$ cat src/rtl/tdc_ctrl_pkg.sv
// Shared state encoding, result flag positions and default widths for the
// TDC measurement controller.
package tdc_ctrl_pkg;

  typedef enum logic [2:0] {
    ST_IDLE    = 3'd0,
    ST_CLEAR   = 3'd1,
    ST_ARMED   = 3'd2,
    ST_RUNNING = 3'd3,
    ST_SETTLE  = 3'd4,
    ST_CALC    = 3'd5,
    ST_PRESENT = 3'd6
  } tdc_state_e;

  localparam int FLG_OVR = 2;
  localparam int FLG_TMO = 1;
  localparam int FLG_UNF = 0;

  localparam int DEF_BIN_W = 5;
  localparam int DEF_CNT_W = 4;

endpackage

$ cat src/rtl/tdc_interval_calc.sv
// Registered interval stage: coarse*2^BIN_W + start_bin - stop_bin, clamped
// at zero with an underflow flag, or forced to all-ones for a timeout.
module tdc_interval_calc
  import tdc_ctrl_pkg::*;
#(
  parameter int BIN_W = DEF_BIN_W,
  parameter int CNT_W = DEF_CNT_W,
  parameter int RES_W = CNT_W + BIN_W + 1
)(
  input  logic             clk,
  input  logic             reset,
  input  logic             i_clr,
  input  logic             i_load,
  input  logic             i_force_max,
  input  logic [CNT_W-1:0] i_coarse,
  input  logic [BIN_W-1:0] i_bin_start,
  input  logic [BIN_W-1:0] i_bin_stop,
  output logic [RES_W-1:0] o_time,
  output logic             o_unf
);

  localparam int DW = RES_W + 1;

  logic signed [DW-1:0] w_diff;
  logic [RES_W:0]       w_res;

  // Packs {underflow, time}; negative intervals collapse to zero.
  function automatic logic [RES_W:0] clamp_diff(input logic signed [DW-1:0] d);
    if (d < 0) return {1'b1, {RES_W{1'b0}}};
    return {1'b0, d[RES_W-1:0]};
  endfunction

  assign w_diff = $signed({2'b00, i_coarse, {BIN_W{1'b0}}})
                + $signed({{(DW-BIN_W){1'b0}}, i_bin_start})
                - $signed({{(DW-BIN_W){1'b0}}, i_bin_stop});
  assign w_res  = clamp_diff(w_diff);

  always_ff @(posedge clk) begin
    if (reset || i_clr) begin
      o_time <= '0;
      o_unf  <= 1'b0;
    end else if (i_force_max) begin
      o_time <= '1;
      o_unf  <= 1'b0;
    end else if (i_load) begin
      {o_unf, o_time} <= w_res;
    end
  end

endmodule

$ cat src/rtl/tdc_meas_ctrl.sv
// Start/stop TDC measurement sequencer: arms the filters, waits out the
// encoder latency, computes the interval and hands it out on valid/ready.
module tdc_meas_ctrl
  import tdc_ctrl_pkg::*;
#(
  parameter int BIN_W    = DEF_BIN_W,
  parameter int CNT_W    = DEF_CNT_W,
  parameter int PIPE_LAT = 2,
  parameter int TMO_W    = 8,
  parameter int RES_W    = CNT_W + BIN_W + 1
)(
  input  logic             clk,
  input  logic             reset,
  input  logic             enable,
  input  logic             continuous,
  input  logic [TMO_W-1:0] tmo_limit,
  input  logic             start_valid,
  input  logic             stop_valid,
  input  logic [BIN_W-1:0] bin_start,
  input  logic [BIN_W-1:0] bin_stop,
  input  logic [CNT_W-1:0] coarse,
  output logic             tdc_arm,
  output logic             tdc_clear,
  output logic             res_valid,
  input  logic             res_ready,
  output logic [RES_W-1:0] res_time,
  output logic [2:0]       res_flags,
  output logic             busy
);

  tdc_state_e       r_state, w_next;
  logic [TMO_W-1:0] r_tmo_cnt;
  logic [2:0]       r_settle;
  logic             r_oneshot, r_ovr, r_flag_ovr, r_flag_tmo;
  logic [CNT_W-1:0] r_cap_coarse;
  logic [BIN_W-1:0] r_cap_start, r_cap_stop;
  logic             w_settle_last, w_tmo_hit, w_tmo_form, w_hit, w_accept, w_unf;

  assign w_settle_last = (r_settle == 3'(PIPE_LAT - 1));
  assign w_tmo_hit     = (tmo_limit != '0) && (r_tmo_cnt == tmo_limit - TMO_W'(1));
  assign w_tmo_form    = (r_state == ST_RUNNING) && enable && !stop_valid && w_tmo_hit;
  assign w_hit         = (start_valid || stop_valid) &&
                         (r_state inside {ST_SETTLE, ST_CALC, ST_PRESENT});
  assign w_accept      = (r_state == ST_PRESENT) && res_ready;

  always_ff @(posedge clk) begin
    if (reset) r_state <= ST_IDLE;
    else       r_state <= w_next;
  end

  always_comb begin
    w_next = r_state;
    case (r_state)
      ST_IDLE:    if (enable && (continuous || !r_oneshot)) w_next = ST_CLEAR;
      ST_CLEAR:   w_next = ST_ARMED;
      ST_ARMED:   if (!enable) w_next = ST_IDLE;
                  else if (start_valid) w_next = ST_RUNNING;
      ST_RUNNING: if (!enable) w_next = ST_IDLE;
                  else if (stop_valid) w_next = ST_SETTLE;
                  else if (w_tmo_hit) w_next = ST_PRESENT;
      ST_SETTLE:  if (w_settle_last) w_next = ST_CALC;
      ST_CALC:    w_next = ST_PRESENT;
      ST_PRESENT: if (res_ready) w_next = (continuous && enable) ? ST_CLEAR : ST_IDLE;
      default:    w_next = ST_IDLE;
    endcase
  end

  always_comb begin
    tdc_arm   = (r_state == ST_ARMED) || (r_state == ST_RUNNING);
    tdc_clear = (r_state == ST_CLEAR);
    res_valid = (r_state == ST_PRESENT);
    busy      = (r_state != ST_IDLE);
    res_flags          = '0;
    res_flags[FLG_OVR] = r_flag_ovr;
    res_flags[FLG_TMO] = r_flag_tmo;
    res_flags[FLG_UNF] = w_unf;
  end

  always_ff @(posedge clk) begin
    if (reset) begin
      r_oneshot  <= 1'b0;
      r_ovr      <= 1'b0;
      r_flag_ovr <= 1'b0;
      r_flag_tmo <= 1'b0;
      r_tmo_cnt  <= '0;
      r_settle   <= '0;
    end else begin
      if (!enable)                      r_oneshot <= 1'b0;
      else if (w_accept && !continuous) r_oneshot <= 1'b1;

      if (r_state == ST_ARMED)        r_tmo_cnt <= '0;
      else if (r_state == ST_RUNNING) r_tmo_cnt <= r_tmo_cnt + TMO_W'(1);

      if (r_state == ST_RUNNING)     r_settle <= '0;
      else if (r_state == ST_SETTLE) r_settle <= r_settle + 3'd1;

      // A forming result takes ownership of the pending overrun; later hits
      // start a fresh sticky for the result after it.
      if (r_state == ST_CALC) begin
        r_flag_ovr <= r_ovr || w_hit;
        r_flag_tmo <= 1'b0;
        r_ovr      <= 1'b0;
      end else if (w_tmo_form) begin
        r_flag_ovr <= r_ovr;
        r_flag_tmo <= 1'b1;
        r_ovr      <= 1'b0;
      end else begin
        if (r_state == ST_CLEAR) begin
          r_flag_ovr <= 1'b0;
          r_flag_tmo <= 1'b0;
        end
        if (w_hit) r_ovr <= 1'b1;
      end
    end
  end

  always_ff @(posedge clk) begin
    if (r_state == ST_SETTLE && w_settle_last) begin
      r_cap_coarse <= coarse;
      r_cap_start  <= bin_start;
      r_cap_stop   <= bin_stop;
    end
  end

  tdc_interval_calc #(
    .BIN_W (BIN_W),
    .CNT_W (CNT_W),
    .RES_W (RES_W)
  ) u_calc (
    .clk         (clk),
    .reset       (reset),
    .i_clr       (r_state == ST_CLEAR),
    .i_load      (r_state == ST_CALC),
    .i_force_max (w_tmo_form),
    .i_coarse    (r_cap_coarse),
    .i_bin_start (r_cap_start),
    .i_bin_stop  (r_cap_stop),
    .o_time      (res_time),
    .o_unf       (w_unf)
  );

endmodule

$ cat config.mk
export PLATFORM = sky130hd
export DESIGN_NAME = tdc_meas_ctrl
export DESIGN_NICKNAME = d
export VERILOG_FILES = /design/src/rtl/tdc_ctrl_pkg.sv /design/src/rtl/tdc_interval_calc.sv /design/src/rtl/tdc_meas_ctrl.sv
export SDC_FILE = /design/constraint.sdc
export NUM_CORES = 1
export LEC_CHECK = 0
export BUFFER_PORTS_ARGS = -buffer_cell sky130_fd_sc_hd__buf_4
export CAP_MARGIN = 20
export CORE_UTILIZATION = 59
export DETAILED_ROUTE_END_ITERATION = 12
export GPL_TIMING_DRIVEN = 1
export PLACE_DENSITY = 0.95
export SLEW_MARGIN = 20
export SYNTH_ARGS = -nofsm -noshare
export SYNTH_HDL_FRONTEND = slang
export SYNTH_SLANG_ARGS = --single-unit
$ cat constraint.sdc
create_clock -name clk -period 7.15 [get_ports clk]
set_clock_uncertainty 0.05 [all_clocks]
set_input_delay 0.715 -clock clk [delete_from_list [all_inputs] [get_ports clk]]
set_output_delay 0.715 -clock clk [all_outputs]
set_load 0.005 [all_outputs]
==> results_dict.tcl, run 1 <==
set metrics [dict create \
    yosysTopAreaCellShare_pct 24.7 \
    relSlewSlack_pct 56.8 \
    wl_per_cell_um 14.6 \
    r2r_slack_ns 4.55 \
    cts_hold_buffers 0 \
    synth_edf_count 14 \
    crit_path_max_fanout 8 \
    fp.dieH_um 65.1 \
    io_buffers 45 \
    ys_seq_elements 43 \
    drc 0 \
    syn-mean-instance-area_um2 9.41 \
    max_cap_violations 0 \
    cts_tree "done" \
    ys_seq_area_share_pct 42.6 \
    wl_met2_mm 2.42 \
    synth_ff_type "dfxtp_1" \
    grt_pass1_wl_mm 8.50 \
    max_freq_ghz 0.385 \
    finalCriticalPeriod_ns 2.60 \
    num_vias 2025 \
    postCtsSetupBuffers 0 \
    gp_congestion 0.838 \
    grt_setup_unrepaired "no" \
    synth-async-reset-ratio_pct 0 \
    yosysWarnings 0 \
    die_area_um2 4240 \
    start_kind "register" \
    io_pins 46 \
    htreeDepth 2 \
    tightest_slew_ns 0.644 \
    leakage_uw 0.00110 \
    antenna_cells 0 \
    synth_cell_types 55 \
    grt_usage_pct 26.0 \
    wl_met1_mm 2.21 \
    drtIter0Drc 122 \
    end_kind "register" \
    synth_area_leaders "dfxtp_1 (25%), edfxtp_1 (18%), ha_1 (4.8%), xor2_1 (3.7%), nand2_1 (3.0%)" \
    wl_met3_um 312 \
    drive_gt1_share_pct 22.4 \
    syn_nets 289 \
    firstDrtPassIters 4 \
    hp-class "reg -> reg" \
    power.density_nw_per_um2 167 \
    grt_max_degree 17 \
    totalNegativeSetupSlack_ns 0 \
    timing.hold.ws_ns 0.435 \
    yosysMostFrequentCell "dfxtp_1" \
    clock_tree.root_cell "clkbuf_8" \
    area_delta_synth_final_pct 18.8 \
    critPathKind "reg -> reg" \
    final_net_count 333 \
    clkSlewWorstSetupHoldPaths_ns 0.09 \
    fin_crit_sh_pct 36.3 \
    final_hold_viol_count 0 \
    finalSetupViolCount 0 \
    dpl.hpwl_mm 3.79 \
    coreArea_um2 3740 \
    cts_buffers 5 \
    synthCells 250 \
    clkLatencyLatePin_ns 0.29 \
    cp.arrival_ns 2.79 \
    total_power_uw 466 \
    routed_via_density 5.90 \
    cts_resized 0 \
    synth.cells.most_frequent "dfxtp_1 (29), nand2_1 (19), nor2_1 (18)" \
    cts.sinks 43 \
    top_layer "met4" \
    die_w_um 65.1 \
    fp-row-count 22 \
    start_util_pct 62.8 \
    wl_mm 5.02 \
    netlist.top_cell.by_area "dfxtp_1" \
    cts_buffer_depth 2 \
    antenna_left 0 \
    overflow 0 \
    crit_required_ns 7.34 \
    drv_slew 0 \
    vdd_ir_drop_max_v 0.000107 \
    antenna_found_initial 0 \
    grt_pass1_vias 1931 \
    outcome "finished clean" \
    fin_util_pct 74.7 \
    netlist_area_um2 2350 \
]
==> state kept, by name (all words and copies together), names as in the netlist <==
name           cells
u_calc.o_unf       1
r_flag_ovr         1
r_cap_start        5
r_tmo_cnt          8
r_cap_coarse       4
r_ovr              1
u_calc.o_time     10
r_state            3
r_settle           3
r_cap_stop         5
r_oneshot          1
r_flag_tmo         1
==> worst max-delay path, cell delays in order, from the launching register on <==
cell and delay, ns:
edfxtp_1 0.37, ha_1 0.23, fa_1 0.45, nor3b_1 0.24, o21a_1 0.13, o21ai_0 0.10, a21oi_1 0.53, o21ai_0 0.25
a31oi_1 0.20
==> power by group <==
group	internal, uW	leakage [uW]	switching (uW)	total [uW]
sequential	254	0.000360	4.96	259
clock	69.9	0.0000485	83.0	153
combinational	26.4	0.000692	27.3	53.7
total	351	0.00110	115	466
==> logic make-up (layout without fill, tap and decap cells) <==
family | count (synthesis) | after routing | synth area share (%)
adder cells (fa/ha/maj) | 10 | 10 | 5.64
flip-flops | 43 | 43 | 42.6
buffers and inverters | 23 | 68 | 4.52
AND/OR/NAND/NOR | 95 | 95 | 21.9
AO/OA/AOI/OAI | 59 | 59 | 17.8
XOR/XNOR | 17 | 17 | 6.33
multiplexers | 3 | 3 | 1.28
==> per-layer routing <==
metal  up-vias  GRT usage [%]
met5         -              0
met4         0           9.78
met3         9           4.86
met2        81           43.5
met1       939           33.5
li1        996              -
==> path summary, 6_finish.rpt <==
path / start / to / cells after the start
worst max-delay path: r_cap_stop[0]$_DFFE_PP_ / u_calc.o_time[5]$_SDFFE_PP0P_ / 8
worst min-delay path: u_calc.o_time[1]$_SDFFE_PP0P_ / u_calc.o_time[1]$_SDFFE_PP0P_ / 2
worst max register to register: r_cap_stop[0]$_DFFE_PP_ / u_calc.o_time[5]$_SDFFE_PP0P_ / 8
worst min register to register: u_calc.o_time[1]$_SDFFE_PP0P_ / u_calc.o_time[1]$_SDFFE_PP0P_ / 2
==> layout make-up <==
class	instances	area [um2]
flip-flops and latches	43	1000
repair buffers	46	345
inverters	14	52.6
well taps	48	60.1
clock buffers	6	73.8
multi-input cells	184	1250
fillers	281	948
clock inverters	2	11.3
==> cells in the final DEF (no fill, tap or decap), types with 10 or more instances in the layout <==
cell type  netlist  routed
dfxtp_1         29      29
inv_1           14      14
nor2_1          18      18
nand2_1         19      19
a21oi_1         14      14
xor2_1          10      10
buf_4            3      46
nor3_1          11      11
edfxtp_1        14      14
==> per-stage QoR <==
stage / cell area [um2] / std cells / setup slack, ns
detailed placement: 2710 / 335 / 4.51
CTS: 2800 / 343 / 4.62
floorplan: 2350 / 250 / 4.65
global route: 2800 / 343 / 4.42
global placement: 2710 / 335 / 4.55
finish: 2800 / 343 / 4.55
(Power assumes the default switching activity.)
==> run 2: changes to the inputs <==
CORE_UTILIZATION = 55   (was 59)
PLACE_DENSITY = 0.92   (was 0.95)
clock period = 2.55 ns   (was 7.15 ns; I/O delays follow)
==> run 2 against run 1 <==
Against the previous run: non-clock buffer count is 3 higher; maximum frequency up 19%; wire length decreased by 0.32%; clock-buffer cell count unchanged; register-to-register slack worse by 4.2 ns; die area grew 7.0%; via count decreased by 0.15%; core utilization shrank 5.2 points; worst hold slack worse by 0.35 ns; worst setup slack got worse by 4.2 ns; cell count up 1.5%; critical path type unchanged; largest cell class unchanged; highest routed layer unchanged.
==> results_dict.tcl, run 2 (same netlist as run 1, synthesis figures left out) <==
set metrics [dict create \
    dp_cells 340 \
    gp_congestion 0.915 \
    grt_pass1_vias 1889 \
    firstDrtPassIters 4 \
    fp.dieH_um 67.4 \
    grt_use_met3_pct 5.24 \
    pwr-share-seq_pct 55.8 \
    cts.sinks 43 \
    antenna_found_initial 0 \
    drv_slew 0 \
    die_w_um 67.4 \
    start_kind "register" \
    dpl.hpwl_mm 3.85 \
    crit_required_ns 2.73 \
    cts_hold_buffers 0 \
    drive_gt1_share_pct 22.8 \
    grt_pass1_wl_mm 8.09 \
    fin_util_pct 69.5 \
    cp_num_buf_inv 1 \
    outcome "finished clean" \
    final_net_count 336 \
    busiest_layer "met2" \
    antenna_left 0 \
    whs_path_depth 1 \
    relSlewSlack_pct 51.7 \
    grt_max_degree 15 \
    end_kind "register" \
    tightest_slew_ns 0.720 \
    fin_crit_sh_pct 85.4 \
    mostFrequentLayoutCells "buf_4 (49), dfxtp_1 (29), nand2_1 (19), nor2_1 (18)" \
    fillers 307 \
    vdd_ir_drop_max_v 0.000347 \
    reg_top3 "u_calc.o_time x10, r_tmo_cnt x8" \
    cpLargestDelayFamily "compound AO/OA/AOI/OAI gates" \
    wl_mm 5.01 \
    clock_tree.root_cell "clkbuf_8" \
    area_delta_synth_final_pct 19.9 \
    swShare_pct 24.6 \
    grt_usage_pct 23.8 \
    htreeDepth 2 \
    io_buffers 45 \
    power.density_nw_per_um2 461 \
    switchingPower_uw 319 \
    worst_slack_ns 0.372 \
    finalCriticalPeriod_ns 2.18 \
    max_freq_ghz 0.459 \
    leakage_uw 0.00111 \
    largest_reg_flops 10 \
    wl_per_cell_um 14.4 \
    grt_setup_unrepaired "no" \
    hp-class "in -> reg" \
    mostFrequentLayoutCell "buf_4" \
    overflow 0 \
    critPathKind "reg -> reg" \
    cts_buffers 5 \
    registers.top_by_ff_count "u_calc.o_time" \
    cp.depth 9 \
    crit_path_top_delay_cell "fa_1" \
    coreArea_um2 4060 \
    crit_path_max_fanout 8 \
    start_util_pct 58.0 \
    cp.arrival_ns 2.36 \
    max_stage_delay_ns 0.43 \
    routed_via_density 5.81 \
    drtIter0Drc 115 \
    grtUsageMet1_pct 28.7 \
    cp_common_cell "o21ai_0" \
    place_ws_ns 0.355 \
    cp_cell_sequence "ha_1, fa_1, nor3b_1, o21a_1, o21ai_0, a21oi_1, buf_4, o21ai_0, a31oi_1" \
    antenna_cells 0 \
    finalSetupViolCount 0 \
    final_hold_viol_count 0 \
    postCtsSetupBuffers 0 \
    pwr-share-comb_pct 11.9 \
    io_pins 46 \
    fp-row-count 23 \
    drc 0 \
    cts_buffer_depth 2 \
    cts_tree "done" \
    max_cap_violations 0 \
    num_vias 2022 \
    fin_cells 348 \
    totalNegativeSetupSlack_ns 0 \
    p_int_uw 980 \
    die_area_um2 4540 \
    clkLatencyLatePin_ns 0.29 \
    clkSlewWorstSetupHoldPaths_ns 0.08 \
    rr_worst_depth 9 \
    cts_resized 0 \
    clock_power_share_pct 32.3 \
    grtUsageMet2_pct 40.4 \
]
==> run 2: cell count changes in the layout (fill, tap and decap cells not counted) <==
cell / previous run / this run
buf_4: 46 / 49
inv_4: 1 / 0
clkinv_2: 1 / 0
clkinvlp_2: 0 / 1
clkbuf_2: 1 / 0
clkbuf_1: 0 / 1
clkinvlp_4: 0 / 1
==> run 2: power groups by stage <==
stage | clock [uW] | combinational, uW | sequential (uW)
finish | 420 | 155 | 725
global route | 448 | 171 | 726
CTS | 425 | 155 | 724
detailed placement | 0 | 154 | 740
global placement | 0 | 150 | 739
floorplan | 0 | 85.6 | 736
==> run 2: per-layer routing <==
| layer | vias up | routed length, um |
|---|---|---|
| met2 | 81 | 2410 |
| met4 | 0 | 91 |
| met1 | 926 | 2180 |
| met3 | 11 | 323 |
| li1 | 1004 | - |
| met5 | - | 0 |
==> run 2: worst register-to-register path, stage by stage, from the launching register on <==
cell	delay (ns)
edfxtp_1	0.36
ha_1	0.21
fa_1	0.43
nor3b_1	0.24
o21a_1	0.15
o21ai_0	0.07
a21oi_1	0.17
buf_4	0.18
o21ai_0	0.10
a31oi_1	0.16
==> run 2: path summary, 6_finish.rpt <==
path,slack (ns),to,startpoint
setup / recovery,0.37,u_calc.o_time[5]$_SDFFE_PP0P_,r_cap_stop[0]$_DFFE_PP_
hold / removal,0.09,r_cap_coarse[2]$_DFFE_PP_,coarse[2]
setup reg to reg,0.37,u_calc.o_time[5]$_SDFFE_PP0P_,r_cap_stop[0]$_DFFE_PP_
hold reg to reg,0.43,u_calc.o_time[9]$_SDFFE_PP0P_,u_calc.o_time[9]$_SDFFE_PP0P_
==> run 2: layout make-up <==
type                    count  area (um2)  share of cell area (%)
multi-input cells         184        1250                    44.4
flip-flops and latches     43        1000                    35.5
repair buffers             49         368                    13.0
clock buffers               6        72.6                    2.57
inverters                  14        52.6                    1.86
well taps                  50        62.6                    2.22
clock inverters             2        12.5                   0.444
==> run 2: through the flow <==
step                      hold WS, ns  total power [uW]  cell area [um2]
after floorplan                 0.304               822             2350
after global placement          0.383               889             2740
after detailed placement        0.384               894             2740
after CTS                      0.0842              1300             2820
after global routing           0.0783              1350             2820
final                          0.0852              1300             2820
==> run 3: changes to the inputs <==
CORE_UTILIZATION = 39   (was 55)
PLACE_DENSITY = 0.72   (was 0.92)
==> run 3 against run 2 <==
Against the previous run: global-route usage is 6.8 points lower; worst hold slack worse by 0.011 ns; critical path type unchanged; cell count is 6.9% higher; via count is 2.0% lower; critical path depth is 1 higher.
==> results_dict.tcl, run 3 (same netlist as run 1, synthesis figures left out) <==
set metrics [dict create \
    max_freq_ghz 0.460 \
    max_cap_violations 0 \
    drc 0 \
    finalCriticalPeriod_ns 2.17 \
    crit_path_max_fanout 8 \
    die_w_um 79.7 \
    antenna_found_initial 0 \
    antenna_cells 0 \
    fp.dieH_um 79.7 \
    fin_cells 372 \
    cts_hold_buffers 0 \
    die_area_um2 6350 \
    mostFrequentLayoutCells "buf_4 (51), dfxtp_1 (29), nand2_1 (19), nor2_1 (18)" \
    final_hold_viol_count 0 \
    io_pins 46 \
    totalNegativeSetupSlack_ns 0 \
    grt_usage_pct 17.0 \
    grt_max_degree 16 \
    cts_tree "done" \
    drive_gt1_share_pct 23.7 \
    final_net_count 338 \
    dp_cells 364 \
    htreeDepth 2 \
    coreArea_um2 5680 \
    firstDrtPassIters 5 \
    reg_top3 "u_calc.o_time x10, r_tmo_cnt x8" \
    dpl.hpwl_mm 3.75 \
    clkLatencyLatePin_ns 0.30 \
    start_kind "register" \
    drv_slew 0 \
    gp_congestion 0.833 \
    tightest_slew_ns 0.529 \
    wl_per_cell_um 13.5 \
    crit_required_ns 2.73 \
    io_buffers 45 \
    mostFrequentLayoutCell "buf_4" \
    cts_buffer_depth 2 \
    area_delta_synth_final_pct 22.9 \
    clock_tree.root_cell "clkbuf_8" \
    postCtsSetupBuffers 0 \
    drtIter0Drc 127 \
    relSlewSlack_pct 64.5 \
    critPathKind "reg -> reg" \
    place_ws_ns 0.364 \
    worst_slack_ns 0.375 \
    cp.arrival_ns 2.35 \
    timing.hold.ws_ns 0.0743 \
    largest_reg_flops 10 \
    outcome "finished clean" \
    num_vias 1981 \
    cts_buffers 5 \
    end_kind "register" \
    cts_resized 0 \
    power.density_nw_per_um2 490 \
    registers.top_by_ff_count "u_calc.o_time" \
    clkSlewWorstSetupHoldPaths_ns 0.08 \
    grt_pass1_vias 1787 \
    wl_mm 5.01 \
    grt_setup_unrepaired "no" \
    overflow 0 \
    hp-class "in -> reg" \
    leakage_uw 0.00113 \
    fin_crit_sh_pct 85.3 \
    finalSetupViolCount 0 \
    cts.sinks 43 \
    routed_via_density 5.33 \
    vdd_ir_drop_max_v 0.000289 \
    start_util_pct 41.4 \
    grt_pass1_wl_mm 8.38 \
    antenna_left 0 \
    fp-row-count 27 \
]
[run 3: changes by cell type in the layout (fill, tap and decap cells not counted), sizes merged]
cell | previous run | this run
bufinv | 0 | 1
clkbuf | 6 | 5
buf | 49 | 51
clkinv | 0 | 1
clkinvlp | 2 | 1
[run 3: power breakdown]
group	internal, uW	total, uW	switching, uW
combinational	76.7	158	81.0
clock	291	535	245
sequential	713	722	9.07
[run 3: critical path: stages, from the launching register on]
cell,delay (ns)
edfxtp_1,0.34
inv_1,0.04
ha_1,0.22
fa_1,0.43
nor3b_1,0.20
o21a_1,0.13
o21ai_0,0.09
a21oi_1,0.16
buf_4,0.17
o21ai_0,0.10
a31oi_1,0.16
[run 3: area by class of cell]
cell class                 instances  area, um2
fill                             557       2790
multi-input combinational        184       1250
sequential                        43       1000
timing repair buffer              51        383
tap                               72       90.1
clock buffer                       5       68.8
inverter                          14       52.6
clock inverter                     3       43.8
[run 3: metrics by stage]
step                instance area (um2)  utilization, %  power [uW]
floorplan                          2350               -         822
global placement                   2780            48.9         892
detailed placement                 2780            48.9         895
CTS                                2890            50.9        1430
global route                       2890            50.9        1470
finish                             2890            50.9        1420
[run 3: path summary, 6_finish.rpt]
kind                                 startpoint                             to  slack (ns)  depth (start not counted)
hold / removal                     bin_start[4]       r_cap_start[4]$_DFFE_PP_        0.07                          1
setup reg to reg       r_cap_start[0]$_DFFE_PP_  u_calc.o_time[7]$_SDFFE_PP0P_        0.38                         10
setup / recovery       r_cap_start[0]$_DFFE_PP_  u_calc.o_time[7]$_SDFFE_PP0P_        0.38                         10
hold reg to reg   u_calc.o_time[9]$_SDFFE_PP0P_  u_calc.o_time[9]$_SDFFE_PP0P_        0.43                          2
[run 3: per-layer routing]
layer,GRT usage [%],wire length (um),up-vias
li1,-,-,1007
met1,23.7,2510,917
met2,26.4,2180,52
met3,3.54,263,5
met4,4.91,59,0
met5,0,0,-
